### src/rtl/fc_result_reader.sv
// fc_result_reader: final stage of the inference chain.
// Captures a packed class-score vector on `start`, scans it one score per cycle
// for the signed maximum, then presents index/score through a valid/ack handshake.
module fc_result_reader #(
    parameter int unsigned N_CLASS = 10,
    parameter int unsigned SCORE_W = 16,
    parameter int unsigned IDX_W   = 4
) (
    input  logic                       clk_in,
    input  logic                       rst,
    input  logic                       start,
    input  logic [N_CLASS*SCORE_W-1:0] data_in,
    output logic                       result_valid,
    input  logic                       result_ack,
    output logic [IDX_W-1:0]           class_idx,
    output logic [SCORE_W-1:0]         class_score,
    output logic                       busy,
    output logic                       overrun,
    output logic [15:0]                img_count
);

    typedef enum logic [1:0] {StIdle, StScan, StHold} state_e;

    localparam logic [IDX_W-1:0] LastIdx = IDX_W'(N_CLASS - 1);

    state_e                     state_q, state_d;
    logic [N_CLASS*SCORE_W-1:0] buf_q, buf_d;
    logic [SCORE_W-1:0]         best_q, best_d;
    logic [IDX_W-1:0]           best_idx_q, best_idx_d;
    logic [IDX_W-1:0]           k_q, k_d;
    logic [IDX_W-1:0]           class_idx_q, class_idx_d;
    logic [SCORE_W-1:0]         class_score_q, class_score_d;
    logic                       valid_q, valid_d;
    logic                       overrun_q, overrun_d;
    logic [15:0]                img_count_q, img_count_d;

    logic [SCORE_W-1:0]         cur_score;
    logic                       cur_gt;

    // Select the score currently addressed by the scan pointer
    always_comb begin
        cur_score = '0;
        for (int unsigned i = 0; i < N_CLASS; i++) begin
            if (k_q == IDX_W'(i)) begin
                cur_score = buf_q[i*SCORE_W +: SCORE_W];
            end
        end
    end

    // Strictly greater so that ties keep the lower index
    assign cur_gt = $signed(cur_score) > $signed(best_q);

    // Next-state logic for the scan FSM and result registers
    always_comb begin
        state_d       = state_q;
        buf_d         = buf_q;
        best_d        = best_q;
        best_idx_d    = best_idx_q;
        k_d           = k_q;
        class_idx_d   = class_idx_q;
        class_score_d = class_score_q;
        valid_d       = valid_q;
        overrun_d     = overrun_q;
        img_count_d   = img_count_q;

        unique case (state_q)
            StIdle: begin
                if (start) begin
                    buf_d      = data_in;
                    best_d     = data_in[SCORE_W-1:0];
                    best_idx_d = '0;
                    k_d        = IDX_W'(1);
                    state_d    = StScan;
                end
            end
            StScan: begin
                if (cur_gt) begin
                    best_d     = cur_score;
                    best_idx_d = k_q;
                end
                k_d = k_q + IDX_W'(1);
                if (k_q == LastIdx) begin
                    // Publish the best including the score compared this cycle
                    class_idx_d   = cur_gt ? k_q : best_idx_q;
                    class_score_d = cur_gt ? cur_score : best_q;
                    valid_d       = 1'b1;
                    img_count_d   = img_count_q + 16'd1;
                    state_d       = StHold;
                end
                if (start) begin
                    overrun_d = 1'b1;
                end
            end
            StHold: begin
                if (result_ack) begin
                    valid_d = 1'b0;
                    if (start) begin
                        // Ack and new vector in the same cycle: no bubble, no overrun
                        buf_d      = data_in;
                        best_d     = data_in[SCORE_W-1:0];
                        best_idx_d = '0;
                        k_d        = IDX_W'(1);
                        state_d    = StScan;
                    end else begin
                        state_d = StIdle;
                    end
                end else if (start) begin
                    overrun_d = 1'b1;
                end
            end
            default: begin
                state_d = StIdle;
            end
        endcase
    end

    // State and datapath registers with asynchronous reset
    always_ff @(posedge clk_in or posedge rst) begin
        if (rst) begin
            state_q       <= StIdle;
            buf_q         <= '0;
            best_q        <= '0;
            best_idx_q    <= '0;
            k_q           <= '0;
            class_idx_q   <= '0;
            class_score_q <= '0;
            valid_q       <= 1'b0;
            overrun_q     <= 1'b0;
            img_count_q   <= '0;
        end else begin
            state_q       <= state_d;
            buf_q         <= buf_d;
            best_q        <= best_d;
            best_idx_q    <= best_idx_d;
            k_q           <= k_d;
            class_idx_q   <= class_idx_d;
            class_score_q <= class_score_d;
            valid_q       <= valid_d;
            overrun_q     <= overrun_d;
            img_count_q   <= img_count_d;
        end
    end

    assign result_valid = valid_q;
    assign class_idx    = class_idx_q;
    assign class_score  = class_score_q;
    assign busy         = (state_q != StIdle);
    assign overrun      = overrun_q;
    assign img_count    = img_count_q;

endmodule

### config.mk
export PLATFORM = sky130hd
export DESIGN_NAME = fc_result_reader
export DESIGN_NICKNAME = d
export VERILOG_FILES = /design/src/rtl/fc_result_reader.sv
export SDC_FILE = /design/constraint.sdc
export NUM_CORES = 1
export LEC_CHECK = 0
export ABC_AREA = 1
export CAP_MARGIN = 20
export CORE_MARGIN = 10
export CORE_UTILIZATION = 45
export DETAILED_ROUTE_END_ITERATION = 7
export GPL_TIMING_DRIVEN = 0
export PLACE_DENSITY_LB_ADDON = 0.08
export SLEW_MARGIN = 10
export SYNTH_ARGS = -nofsm -noshare
export SYNTH_HDL_FRONTEND = slang
export SYNTH_SLANG_ARGS = --single-unit
### constraint.sdc
create_clock -name clk_in -period 9.3 [get_ports clk_in]
set_input_delay 1.86 -clock clk_in [delete_from_list [all_inputs] [get_ports clk_in]]
set_output_delay 1.86 -clock clk_in [all_outputs]
set_load 0.02 [all_outputs]
# [Word level (Yosys, flattened, before mapping)]
# Cells that the tools add are included.
# Widths: inputs -> output; s select.
[totals] ff_bits=224 latch_bits=0 ram_bits=0 rom_bits=0 elab_cells=75 memories=0
[classes] n_addsub=2 n_mul=0 n_div=0 order_cmp=1 eq_ne=15 shifts=0 muxes=35 bitwise=0 reduce_logical=12
[ops] cell="$mux 160" n=2
[ops] cell="$pmux 160 s2" n=1
[ops] cell="$mux 16" n=13
[ops] cell="$pmux 16 s3" n=1
[ops] cell="$pmux 4 s3" n=2
[ops] cell="$mux 4" n=5
[ops] cell="$add 16x1->16 const B" n=1
[ops] cell="$eq 4x3->1 const B" n=4
[ops] cell="$gt 16x16->1" n=1
[ops] cell="$eq 4x2->1 const B" n=2
[ops] cell="$eq 4x4->1 const B" n=2
[ops] cell="$ne 2x2->1 const B" n=4
[ops] cell="$reduce_and 2->1" n=4
[ops] cell="$mux 2" n=3
[ops] cell="$pmux 2 s3" n=1
[ops] cell="$reduce_and 3->1" n=2
[ops] cell="$reduce_bool 2->1" n=3
[ops] cell="$mux 1" n=5
[ops] cell="$add 4x1->4 const B" n=1
[ops] cell="$eq 4x1->1 const B" n=1
[ops] cell="$logic_not 4->1" n=1
[ops] cell="$pmux 1 s2" n=2
[ops] cell="$reduce_bool 3->1" n=1
[ops] cell="$eq 2x1->1 const B" n=1
[ops] cell="other kinds (2)" n=2

# [Longest topological paths before layout]
[logic_depth] word_depth=14 depth_mapped=31 mapped_depth_nobuf=29

# [Worst setup path after synthesis]
# OpenSTA, ideal clock, no wires.
[synth_path] path_type="register to register" startpoint="register k_q[0]" endpoint="register class_score_q[0] (netlist: class_score[0])" setup_ns=0.118 arrival_ns=3.211 setup_slack_ns=5.971 stages_incl_launch_ff=26 synth_period_minus_slack_ns=3.329 cell_sequence="dfrtp_1 > inv_1 > ha_1 > nand3_1 > inv_1 > clkbuf_1 > a21oi_1 > nand2_1 > nand2_1 > nand3_1 > nand3b_1 > nand2_1 > inv_1 > ha_1 > a21oi_1 > o21a_1 > nor2_1 > nor2_1 > nand3b_1 > nand2_1 > nand2_1 > inv_1 > buf_2 > nand3_1 > nand3_1 > nand2_1"
[synth_between] elab_chain_cells=13
[synth_rtl] item="start: declaration" line_no="30" source="logic [IDX_W-1:0] k_q, k_d;"
[synth_rtl] item="start signal: assignment" line_no="135" source="k_q <= k_d;"
[synth_rtl] item="$logic_not 4->1" line_no="44" source="if (k_q == IDX_W'(i)) begin"
[synth_rtl] item="$mux 16 (10 in a row)" line_no="44"
[synth_rtl] item="$gt 16x16->1" line_no="51" source="assign cur_gt = $signed(cur_score) > $signed(best_q);"
[synth_rtl] item="$mux 16"
[synth_rtl] item="end signal: assignment" line_no="137" source="class_score_q <= class_score_d;"
[synth_rtl] item="end: declaration" line_no="32" source="logic [SCORE_W-1:0] class_score_q, class_score_d;"
# Parallel ways exist; a longest one is shown, timed or not.
# A chain may end at the register's enable or synchronous reset.

# [Worst setup path in the final report]
[layout_path] startpoint="register k_q[1]" endpoint="register class_score_q[5] (netlist: class_score[5])"
# The elaborated chain is that of the path after synthesis.

==> flow_summary.toml <==
[routing]
vias_per_cell = 4.91
drtAntennaViolNets = 0
vias = 10100
drc = 0
wire_per_inst_um = 16.9
dr.pass1.iters = 5
wirelength_um = 34800
drtIter0Drc = 812

[grt]
grtUsageTotal = 0.220
antenna_found_initial = 1
grt_pass1_vias = 10200
grt_max_degree = 117
grt.overflow.total = 0
grt_pass1_wl_um = 55000

[clock_tree]
root_buffer = "clkbuf_16"
postCtsSetupBuffers = 0
clock-sinks = 224
cts_resized = 0
cts_htree_levels = 1
ctsHoldBuffers = 0
cts.path.max_buffers = 3
cts_buffers = 26
cts_tree = "built"
clk-insertion-delay-late_ns = 0.54
clk_pin_slew_ns = 0.06

[synth]
yosysWarnings = 0
async_flop_share = 1.00
synth_top_area_frac = 0.503
synth_fp_nets = 1675
yosys-top-cells-area = "dfrtp_1 (50%), nand2_1 (20%), o21ai_0 (8.1%)"
synth_ff_type = "dfrtp_1"
synth.distinct_cells = 29
ys_seq_elements = 224
synthCells = 1490
synth_common_cells = "nand2_1 (589), dfrtp_1 (224), inv_1 (216)"
synth-edff-count = 0
avgSynthCellArea_um2 = 7.48
synth.cell_area_um2 = 11100
synth_seq_area_share = 0.503
yosysMostFrequentCell = "nand2_1"
synth_top_cell_by_area = "dfrtp_1"

[floorplan]
dieWidth_um = 177
fp.dieArea_um2 = 31500
fp-row-count = 57
core_area_um2 = 24300
start_util = 0.458
ioPinCount = 203
die_h_um = 177

[setup_path]
start_kind = "flop"
worst-path-buf-inv = 6
crit_top_cell = "nand2_1"
worst-path-max-fanout = 10
arrival_ns = 5.18
path_class = "flop to flop"
cp_slowest_stage_delay_ns = 0.44
cp.required_ns = 9.76
path_delay_family = "simple AND/OR/NAND/NOR gates"
crit_path_top_delay_cell = "dfrtp_1"
cp-end-kind = "flop"

[sta]
hold_viol = 0
period_needed_ns = 4.71
post-route-period-util = 0.507
slew_viol_final = 0
relSlewSlack = 0.425
tightest_slew_ns = 0.862
setup_viol = 0
rsz0062_at_grt = "false"
fmaxAchievable_mhz = 212
worst_slack_ns = 4.59
finClkSkew_ns = 0.0155

[pwr]
cellPowerDensity_nw_per_um2 = 375
p_leak_nw = 7.19
peakVddDrop_v = 0.000179

[placement]
dp.cells = 2017
dpl_worst_slack_ns = 4.75
gp_routability_congestion = 0.904
hpwl_um = 26200
numPortBuffers = 202
place_area_um2 = 13600

[final_layout]
nets = 1906
drive_gt1_frac = 0.0374
synthToLayoutAreaGrowth_pct = 30.2
fin_cells = 2062
final_area_um2 = 14500
antenna_cells = 0

[job]
drv_cap = 0

[run_status]
outcome = "complete, no violations"

[worst_hold_path]
hp-class = "flop to flop"
==> state kept, by name (all words and copies together), names as in the netlist <==
register	count
best_q	16
state_q	2
k_q	4
class_score	16
best_idx_q	4
class_idx	4
img_count	16
result_valid	1
buf_q	160
overrun	1
==> logic make-up (layout without fill, tap and decap cells) <==
kind of cell	after synthesis	after routing	share of synthesized area
AND/OR/NAND/NOR	723	723	0.265
flip-flops	224	224	0.503
XOR/XNOR	13	13	0.0102
adder cells (fa/ha/maj)	21	21	0.0236
AO/OA/AOI/OAI	219	219	0.100
buffers and inverters	290	538	0.0981
==> power breakdown <==
part | total [W] | switching (W) | leakage (nW) | internal, W
logic | 0.00275 | 0.00185 | 3.95 | 0.000901
registers | 0.00161 | 0.000190 | 2.80 | 0.00142
clock network | 0.00108 | 0.000407 | 0.443 | 0.000673
==> cells in the final DEF (no fill, tap or decap), types with 16 or more instances in the layout <==
cell type        count
clkbuf_1            65
nand3_1             78
nand2_1            589
inv_1              215
ha_1                21
nor2_1              16
nand3b_1            16
dfrtp_1            224
clkdlybuf4s50_1    202
o21ai_0            181
clkbuf_16           27
a21oi_1             29
==> layer usage <==
layer | track usage | up-vias | share of wire
met5 | 0 | - | 0.00052
met4 | 0.0549 | 2 | 0.020
met3 | 0.0495 | 45 | 0.071
met2 | 0.350 | 290 | 0.46
met1 | 0.297 | 4739 | 0.45
li1 | - | 5048 | -
==> stage by stage <==
stage / hold WS [ns] / TNS [ns] / power [W] / util
after floorplan: 0.441 / 0 / 0.00340 / -
after global placement: 0.457 / -395.59 / 0.00430 / 0.558
after detailed placement: 0.462 / 0 / 0.00435 / 0.560
after CTS: 0.475 / 0 / 0.00546 / 0.597
after global routing: 0.488 / 0 / 0.00594 / 0.597
final: 0.476 / 0 / 0.00544 / 0.597
==> final cells by class <==
class | count | area [µm²]
plain buffers | 67 | 256
clock buffers | 40 | 805
clock inverters | 5 | 103
fillers | 2300 | 9800
inverters | 223 | 845
multi-input cells | 976 | 4450
flip-flops and latches | 224 | 5610
well taps | 324 | 405
repair buffers | 203 | 2050
==> path summary, 6_finish.rpt <==
check,startpoint,endpoint,slack (ns),depth (start not counted)
max reg2reg,k_q[1]$_DFFE_PP0P_,class_score[5]$_DFFE_PP0P_,4.59,29
min in group asynchronous,rst,buf_q[21]$_DFFE_PP0P_,1.85,2
max,k_q[1]$_DFFE_PP0P_,class_score[5]$_DFFE_PP0P_,4.59,29
max in group asynchronous,rst,buf_q[136]$_DFFE_PP0P_,6.39,3
min,overrun$_DFFE_PP0P_,overrun$_DFFE_PP0P_,0.48,1
min reg2reg,overrun$_DFFE_PP0P_,overrun$_DFFE_PP0P_,0.48,1
No activity file was read; power rests on OpenSTA's default activity.
